**src/rtl/box_pkg.sv**
```systemverilog
// Shared constants, FSM encoding and clamp helper for the box motion controller.
package box_pkg;

    localparam int DEF_H_ACTIVE = 640;
    localparam int DEF_V_ACTIVE = 480;

    typedef enum logic [1:0] {
        ST_IDLE   = 2'd0,
        ST_SAMPLE = 2'd1,
        ST_MOVE   = 2'd2,
        ST_COMMIT = 2'd3
    } state_t;

    localparam logic [7:0] RED_RST   = 8'd0;
    localparam logic [7:0] GREEN_RST = 8'd80;
    localparam logic [7:0] BLUE_RST  = 8'd160;

    // Saturating step in 11 bits: never below 0, never above lim.
    function automatic logic [10:0] step_clamp(input logic [10:0] pos, input logic dec,
                                               input logic [10:0] step, input logic [10:0] lim);
        logic [10:0] r;
        if (dec) begin
            r = (pos < step) ? 11'd0 : pos - step;
        end else begin
            r = pos + step;
            if (r > lim) r = lim;
        end
        return r;
    endfunction

endpackage

```
**src/rtl/box_motion_ctrl_debounce.sv**
```systemverilog
// Per-button synchroniser plus frame-rate debouncer; accepted level flips after
// DEB_FRAMES consecutive frame ticks with the synced level differing from it.
module btn_debounce #(
    parameter int DEB_FRAMES = 2
) (
    input  logic clk_25mhz,
    input  logic rst,
    input  logic tick,
    input  logic raw,
    output logic level
);
    logic [1:0] sync_q;
    logic [3:0] cnt_q;
    logic       level_q;

    always_ff @(posedge clk_25mhz or posedge rst) begin
        if (rst) begin
            sync_q  <= 2'b00;
            cnt_q   <= 4'd0;
            level_q <= 1'b0;
        end else begin
            sync_q <= {sync_q[0], raw};
            if (tick) begin
                if (sync_q[1] == level_q) begin
                    cnt_q <= 4'd0;
                end else if (cnt_q == 4'(DEB_FRAMES - 1)) begin
                    level_q <= ~level_q;
                    cnt_q   <= 4'd0;
                end else begin
                    cnt_q <= cnt_q + 4'd1;
                end
            end
        end
    end

    assign level = level_q;

endmodule

```
**src/rtl/box_motion_ctrl.sv**
```systemverilog
// Per-frame box position/colour sequencer; outputs update 3 cycles after frame_tick.
// Optional AUTO_BOUNCE_EN macro adds per-axis bounce motion when no button is held.
module box_motion_ctrl
    import box_pkg::*;
#(
    parameter int H_ACTIVE   = DEF_H_ACTIVE,
    parameter int V_ACTIVE   = DEF_V_ACTIVE,
    parameter int BOX_W      = 100,
    parameter int BOX_H      = 100,
    parameter int STEP       = 1,
    parameter int DEB_FRAMES = 2,
    parameter int INIT_X     = 40,
    parameter int INIT_Y     = 40
) (
    input  logic       clk_25mhz,
    input  logic       rst,
    input  logic       vsync,
    input  logic       btn_left,
    input  logic       btn_right,
    input  logic       btn_up,
    input  logic       btn_down,
    output logic [9:0] box_x,
    output logic [9:0] box_y,
    output logic [7:0] red,
    output logic [7:0] green,
    output logic [7:0] blue,
    output logic       frame_tick
);
    localparam logic [10:0] X_MAX  = 11'(H_ACTIVE - BOX_W);
    localparam logic [10:0] Y_MAX  = 11'(V_ACTIVE - BOX_H);
    localparam logic [10:0] STEP_W = 11'(STEP);

    logic [1:0]  vs_sync_q;
    logic        vs_prev_q;
    logic        tick_q;
    logic        lvl_left, lvl_right, lvl_up, lvl_down;
    state_t      state_q;
    logic [3:0]  btn_q;
    logic [10:0] nx_q, ny_q, nx_d, ny_d;
    logic [9:0]  box_x_q, box_y_q;
    logic [7:0]  red_q, green_q, blue_q;
    logic        mv_x, dec_x, mv_y, dec_y;
`ifdef AUTO_BOUNCE_EN
    logic        dir_x_q, dir_y_q, dir_x_d, dir_y_d;
`endif

    always_ff @(posedge clk_25mhz or posedge rst) begin
        if (rst) begin
            vs_sync_q <= 2'b00;
            vs_prev_q <= 1'b0;
            tick_q    <= 1'b0;
        end else begin
            vs_sync_q <= {vs_sync_q[0], vsync};
            vs_prev_q <= vs_sync_q[1];
            tick_q    <= vs_sync_q[1] & ~vs_prev_q;
        end
    end

    btn_debounce #(.DEB_FRAMES(DEB_FRAMES)) u_deb_left  (.clk_25mhz(clk_25mhz), .rst(rst), .tick(tick_q), .raw(btn_left),  .level(lvl_left));
    btn_debounce #(.DEB_FRAMES(DEB_FRAMES)) u_deb_right (.clk_25mhz(clk_25mhz), .rst(rst), .tick(tick_q), .raw(btn_right), .level(lvl_right));
    btn_debounce #(.DEB_FRAMES(DEB_FRAMES)) u_deb_up    (.clk_25mhz(clk_25mhz), .rst(rst), .tick(tick_q), .raw(btn_up),    .level(lvl_up));
    btn_debounce #(.DEB_FRAMES(DEB_FRAMES)) u_deb_down  (.clk_25mhz(clk_25mhz), .rst(rst), .tick(tick_q), .raw(btn_down),  .level(lvl_down));

    // btn_q = {left, right, up, down}; opposing buttons cancel on their axis.
    always_comb begin
        mv_x  = btn_q[3] ^ btn_q[2];
        dec_x = btn_q[3];
        mv_y  = btn_q[1] ^ btn_q[0];
        dec_y = btn_q[1];
`ifdef AUTO_BOUNCE_EN
        dir_x_d = dir_x_q;
        dir_y_d = dir_y_q;
        if (mv_x) begin
            dir_x_d = btn_q[2];
        end else if (!btn_q[3]) begin
            mv_x  = 1'b1;
            dec_x = ~dir_x_q;
        end
        if (mv_y) begin
            dir_y_d = btn_q[0];
        end else if (!btn_q[1]) begin
            mv_y  = 1'b1;
            dec_y = ~dir_y_q;
        end
`endif
        nx_d = mv_x ? step_clamp({1'b0, box_x_q}, dec_x, STEP_W, X_MAX) : {1'b0, box_x_q};
        ny_d = mv_y ? step_clamp({1'b0, box_y_q}, dec_y, STEP_W, Y_MAX) : {1'b0, box_y_q};
`ifdef AUTO_BOUNCE_EN
        if (!(btn_q[3] | btn_q[2]) && (nx_d == (dec_x ? 11'd0 : X_MAX))) dir_x_d = ~dir_x_q;
        if (!(btn_q[1] | btn_q[0]) && (ny_d == (dec_y ? 11'd0 : Y_MAX))) dir_y_d = ~dir_y_q;
`endif
    end

    // The registered outputs land on the edge that enters COMMIT, 3 cycles after the tick.
    always_ff @(posedge clk_25mhz or posedge rst) begin
        if (rst) begin
            state_q <= ST_IDLE;
            btn_q   <= 4'b0000;
            nx_q    <= 11'(INIT_X);
            ny_q    <= 11'(INIT_Y);
            box_x_q <= 10'(INIT_X);
            box_y_q <= 10'(INIT_Y);
            red_q   <= RED_RST;
            green_q <= GREEN_RST;
            blue_q  <= BLUE_RST;
`ifdef AUTO_BOUNCE_EN
            dir_x_q <= 1'b1;
            dir_y_q <= 1'b1;
`endif
        end else begin
            case (state_q)
                ST_IDLE: begin
                    if (tick_q) begin
                        btn_q   <= {lvl_left, lvl_right, lvl_up, lvl_down};
                        state_q <= ST_SAMPLE;
                    end
                end
                ST_SAMPLE: begin
                    nx_q    <= nx_d;
                    ny_q    <= ny_d;
`ifdef AUTO_BOUNCE_EN
                    dir_x_q <= dir_x_d;
                    dir_y_q <= dir_y_d;
`endif
                    state_q <= ST_MOVE;
                end
                ST_MOVE: begin
                    box_x_q <= nx_q[9:0];
                    box_y_q <= ny_q[9:0];
                    red_q   <= red_q + 8'd1;
                    green_q <= green_q + 8'd2;
                    blue_q  <= blue_q + 8'd1;
                    state_q <= ST_COMMIT;
                end
                ST_COMMIT: begin
                    state_q <= ST_IDLE;
                end
            endcase
        end
    end

    assign box_x      = box_x_q;
    assign box_y      = box_y_q;
    assign red        = red_q;
    assign green      = green_q;
    assign blue       = blue_q;
    assign frame_tick = tick_q;

endmodule

```
**config.mk**
```make
export PLATFORM = sky130hd
export DESIGN_NAME = box_motion_ctrl
export DESIGN_NICKNAME = d
export VERILOG_FILES = /design/src/rtl/box_pkg.sv /design/src/rtl/box_motion_ctrl_debounce.sv /design/src/rtl/box_motion_ctrl.sv
export SDC_FILE = /design/constraint.sdc
export NUM_CORES = 1
export LEC_CHECK = 0
export ABC_AREA = 1
export BUFFER_PORTS_ARGS = -buffer_cell sky130_fd_sc_hd__clkbuf_2
export CAP_MARGIN = 20
export CORE_ASPECT_RATIO = 2
export CORE_MARGIN = 2
export CORE_UTILIZATION = 58
export DETAILED_ROUTE_END_ITERATION = 7
export PLACE_DENSITY = 0.78
export SYNTH_ARGS = -nofsm -noshare
export SYNTH_HDL_FRONTEND = slang
export SYNTH_SLANG_ARGS = --single-unit
```
**constraint.sdc**
```tcl
create_clock -name clk_25mhz -period 3.2 [get_ports clk_25mhz]
set_clock_uncertainty 0.05 [all_clocks]
set_input_delay 0.16 -clock clk_25mhz [delete_from_list [all_inputs] [get_ports clk_25mhz]]
set_output_delay 0.16 -clock clk_25mhz [all_outputs]
set_load 0.05 [all_outputs]
```
# == Yosys cells after proc, flatten, opt, wreduce, memory -nomap -nowiden ==
# Index checks and enable logic that the tools add are counted.
# classes
n_div,0
n_mul,0
addsub,11
muxes,18
bitwise,12
n_eq_ne,12
shifts,0
n_reduce_logical,6
n_lt_le_gt_ge,4
# op_table
op,count
2-to-1 mux 10 bit,8
2-to-1 mux 4 bit,8
"adder 10 x 1 -> 11 bit, second input constant",2
"< comparator 10 x 1 -> 1 bit, second input constant",2
"subtractor 10 x 1 -> 10 bit, second input constant",2
"adder 4 x 1 -> 4 bit, second input constant",4
"adder 8 x 1 -> 8 bit, second input constant",2
"equality test 4 x 1 -> 1 bit, second input constant",4
AND reduction 3 bit,4
"greater-than comparator 11 x 10 -> 1 bit, second input constant",1
"greater-than comparator 11 x 9 -> 1 bit, second input constant",1
NOT 1 bit,9
"adder 8 x 2 -> 8 bit, second input constant",1
one-hot mux 2 bit (4 select lines),1
equality test 1 bit,4
"equality test 2 bit, second input constant",2
"equality test 2 x 1 -> 1 bit, second input constant",1
logical NOT 2 bit,1
2-to-1 mux 2 bit,1
"!= test 2 bit, second input constant",1
AND reduction 2 bit,1
bitwise XOR 1 bit,2
bitwise AND 1 bit,1
# word_totals
mem_count,0
mem_bits_rw,0
ff_bits,102
latchBits,0
rom_bits,0

# == Longest topological paths before layout ==
# logic_depth
depth_word,5
mapped_depth,13
mapped_depth_nobuf,13

# == Cells and area by module ==
# A second synthesis with hierarchy kept.
# unflattened
cells_unflattened,729
area_unflattened_um2,5680.4
# by_module_without_submodules
mod,n_inst,cells_each,area_per_inst_um2
box_motion_ctrl,1,569,4394.2
btn_debounce,4,40,321.6

# == Worst setup path after synthesis ==
# OpenSTA, ideal clock, no wires.
# synth_path
path_kind,reg2reg
from,reg box_y_q[1] (netlist: box_y[1])
to,reg ny_q[2]
slack_ns,1.147
path_stages_with_launch,12
arrival_ns,1.875
period_less_slack_ns,2.053
setup_ns,0.128
cell_sequence,dfrtp_1 -> ha_1 -> nand2_1 -> inv_2 -> nand3_2 -> nor2_2 -> xor2_1 -> nand2_2 -> nand3_4 -> nand2_1 -> nand2_1 -> o21ai_2
# synth_via
elab_chain_cells,5
word_cells_on_any_way,8
# synth_rtl
item,line,source
"start, declared",box_motion_ctrl.sv:40,"logic [9:0] box_x_q, box_y_q;"
"start signal, assigned",box_motion_ctrl.sv:102,box_y_q <= 10'(INIT_Y);
"start signal, assigned",box_motion_ctrl.sv:129,box_y_q <= ny_q[9:0];
adder 10 x 1 -> 11 bit,box_pkg.sv:25,r = pos + step;
greater-than comparator 11 x 9 -> 1 bit,box_pkg.sv:26,if (r > lim) r = lim;
2-to-1 mux 10 bit,box_pkg.sv:26,
2-to-1 mux 10 bit *,box_pkg.sv:22,if (dec) begin
2-to-1 mux 10 bit *,box_motion_ctrl.sv:87,"ny_d = mv_y ? step_clamp({1'b0, box_y_q}, dec_y, STEP_W, Y_MAX) : {1'b0, box_y_q};"
"end signal, assigned",box_motion_ctrl.sv:100,ny_q <= 11'(INIT_Y);
"end signal, assigned",box_motion_ctrl.sv:120,ny_q <= ny_d;
"end, declared",box_motion_ctrl.sv:39,"logic [10:0] nx_q, ny_q, nx_d, ny_d;"
# Mark *: on every way between the ends. The rest lies on a longest branch, timed or not.
# A chain may end at the register's enable or synchronous reset.

# == Final worst setup path ==
# layout_path
from,reg state_q[0]
to,reg blue_q[7] (netlist: blue[7])
# layout_via
elab_chain_cells,1
# layout_rtl
item,line,source
"start, declared",box_motion_ctrl.sv:37,state_t state_q;
"start signal, assigned",box_motion_ctrl.sv:97,state_q <= ST_IDLE;
"start signal, assigned",box_motion_ctrl.sv:115,state_q <= ST_SAMPLE;
"start signal, assigned",box_motion_ctrl.sv:125,state_q <= ST_MOVE;
equality test 2 bit,box_motion_ctrl.sv:111,case (state_q)
"end signal, assigned",box_motion_ctrl.sv:132,blue_q <= blue_q + 8'd1;
"end, declared",box_motion_ctrl.sv:41,"logic [7:0] red_q, green_q, blue_q;"
# No other way between the ends.

==> metrics.txt <==
H-tree levels=3; Die Ht=142 microns; nets@finish=744; first-pass GRT wire length=20.9 mm; initial antenna violation count=0; min Tclk post-route=between 2000 and 2500 ps; VDD IR max=~650 uV; DR vias/cell=between 5 and 6; share of cells above drive strength 1=roughly 17%; Boundary Pins=52; Crit path required time=~3400 ps; Post-synth EDFFs=0; clk_lat worst skew=340 ps; CP cell instances=inv_1, ha_1, buf_4, inv_1, nor4_1, nand3_1, xor2_1, inv_1; Power Density=1110 nW/um^2; CP dominant cell by count=inv_1; DR iter-0 viols=roughly 220; largest area contributor in the netlist=dfrtp_1; status=finished, final reports clean; Worst Hold End=vs_sync_q[1]; fmax=~500 MHz; CTS buffer count=9; Crit Path Max Fanout=19; post-DR wirelength/cell=15.2 microns; Hold Startpoint=vs_sync_q[0]; clock slew at reported path FFs=about 70 ps; routed via count=4569; drt total wl=approximately 13 mm; IO Port Bufs=50; setup TNS=0 ps; Crit-path slowest cell=nor4_1; element type at the critical path start=register; WP data arrival=between 2000 and 2500 ps; FF+latch count, synth=between 100 and 150; Setup crit end kind=register; # diodes=0; largest net degree at the start of global routing=about 50; most frequent cells in the layout=nand2_1 (165), dfrtp_1 (89), inv_1 (83); reg2reg end=blue[7]; asr flop ratio synth=100%; Slew Viols, Final=0; Slew Limit Headroom=60.9%; HPWL Detailed=9.21 mm; Mean Syn Cell Area=8.31 sq um; ANT nets after route=0; row count=50; CTS sink cnt=101; Cell variety after synth=43; leak pwr=approximately 3.2 nW; CTS Root Cell=clkbuf_16; CP peak stage delay=between 400 and 500 ps; RSZ-0062 raised after global routing=false; GR Overflow Total=0; Hold Fails Final Rpt=0; Hold Path Class=register to register; register area share after synthesis=roughly 46%; Final Setup Violations=0; core area=between 9000 and 10000 sq um; synthesized area=5500 sq um; final RePlAce weighted congestion=0.944; largest cells by area after synthesis=dfrtp_1 (40%), nand2_1 (11%), dfstp_2 (5.7%); Initial Utilization=just under 60%; crit share post-route=about 63%; commonest non-fill, non-tap cell in the layout=nand2_1; drc violations=0; reg-to-reg startpoint=state_q[0]; Yosys warnings=0; P&R area growth vs syn=13.2%; vias in the first global route=roughly 4600; total setup buffers inserted after CTS=0; Synth Flop Type=dfrtp_1; Buf+Inv Stages, Crit Path=4; r2r setup slk=between 1000 and 1500 ps; Global Route Usage Sum=between 20% and 30%; CP delay by family, top=simple AND/OR/NAND/NOR gates; die area=10300 sq um; First-pass DRT Iterations=5; max_cap viols=0; hold depth=0; worst slew pin tran=between 500 and 600 ps; Longest Clk Path Bufs=2; die width=between 70 and 80 microns; Hold WS=roughly 300 ps; Synth top area share=40.5%; syn nets=a little under 700; CTS tree=done; Reg2Reg Depth=8; critical path type=register to register; Syn Inst Count=~660
-- registers in the layout (all words and copies together) (netlist names), 7 cells and up --
name   count
ny_q      10
box_x     10
blue       8
box_y     10
red        8
nx_q      10
green      7
-- routing by layer --
metal,up-vias,GRT usage [%],wire length [microns]
li1,2236,-,-
met5,-,0,0
met1,2166,28.2,4780
met3,44,4.47,368
met4,0,12.6,453
met2,123,47.2,6940
-- area by class of cell --
cell class	instances	area (sq um)
Multi-Input combinational cell	453	2530
Clock inverter	6	93.8
Sequential cell	101	2540
Tap cell	104	130
Fill cell	776	3090
Inverter	91	344
Timing Repair Buffer	62	355
Clock buffer	10	229
-- power breakdown --
part	total, W	switching (W)	leakage, nW	internal [W]
Sequential	0.00230	0.000531	1.25	0.00177
Combinational	0.00342	0.00240	1.78	0.00103
Clock	0.00116	0.000468	0.154	0.000692
Total	0.00689	0.00340	3.19	0.00349
-- timing repair --
| item | CTS | global route |
|---|---|---|
| hold endpoints to repair | 48 | 0 |
| gates resized for setup | 0 | 0 |
| hold buffers | 6 | 0 |
-- synthesized netlist by cell type (5+ instances only) --
library cell	count
o22ai_1	12
nand2_1	165
o211ai_1	7
clkbuf_1	8
nor2_1	41
nor2_2	7
o21ai_1	5
xor2_1	27
o21ai_0	50
dfstp_2	12
nand2_2	6
xnor2_1	12
nand3_1	38
inv_2	7
inv_1	84
a21oi_1	14
ha_1	19
mux2_2	5
dfrtp_1	89
nand4_1	11
-- stage by stage --
step	cell area, sq um	util, %	cells	worst slack, ps	total power, W
4_1_cts	6230	66.8	827	1160	0.00690
3_5_place_dp	5850	62.7	805	1180	0.00570
6_report	6230	66.8	827	1180	0.00689
5_1_grt	6230	66.8	827	1000	0.00742
3_3_place_gp	5850	62.7	805	1240	0.00559
2_1_floorplan	5500	-	662	363	0.00488
-- cells by family (layout without fill, tap and decap cells) --
group / Yosys count / count (layout) / share of synthesized area, %
muxes: 6 / 6 / 1.20
DFF: 101 / 101 / 46.2
adders and majority gates: 19 / 19 / 4.32
xor gates and xnor gates: 40 / 40 / 6.50
buffers and inverters: 108 / 169 / 7.75
AOI/OAI and AO/OA: 103 / 103 / 10.9
and+or+nand+nor: 284 / 284 / 23.1
other: 1 / 1 / 0.0681
-- how the worst max path moves through the flow --
stage,from,to,slack [ps],cells past startpoint
2_1_floorplan,rst,blue[0],360,1
3_3_place_gp,state_q[0],blue[7],1240,8
3_5_place_dp,state_q[0],blue[7],1180,8
4_1_cts,state_q[0],blue[7],1160,8
5_1_grt,state_q[0],blue[7],1000,8
6_report,state_q[0],blue[7],1180,8
(Power assumes the default switching activity.)
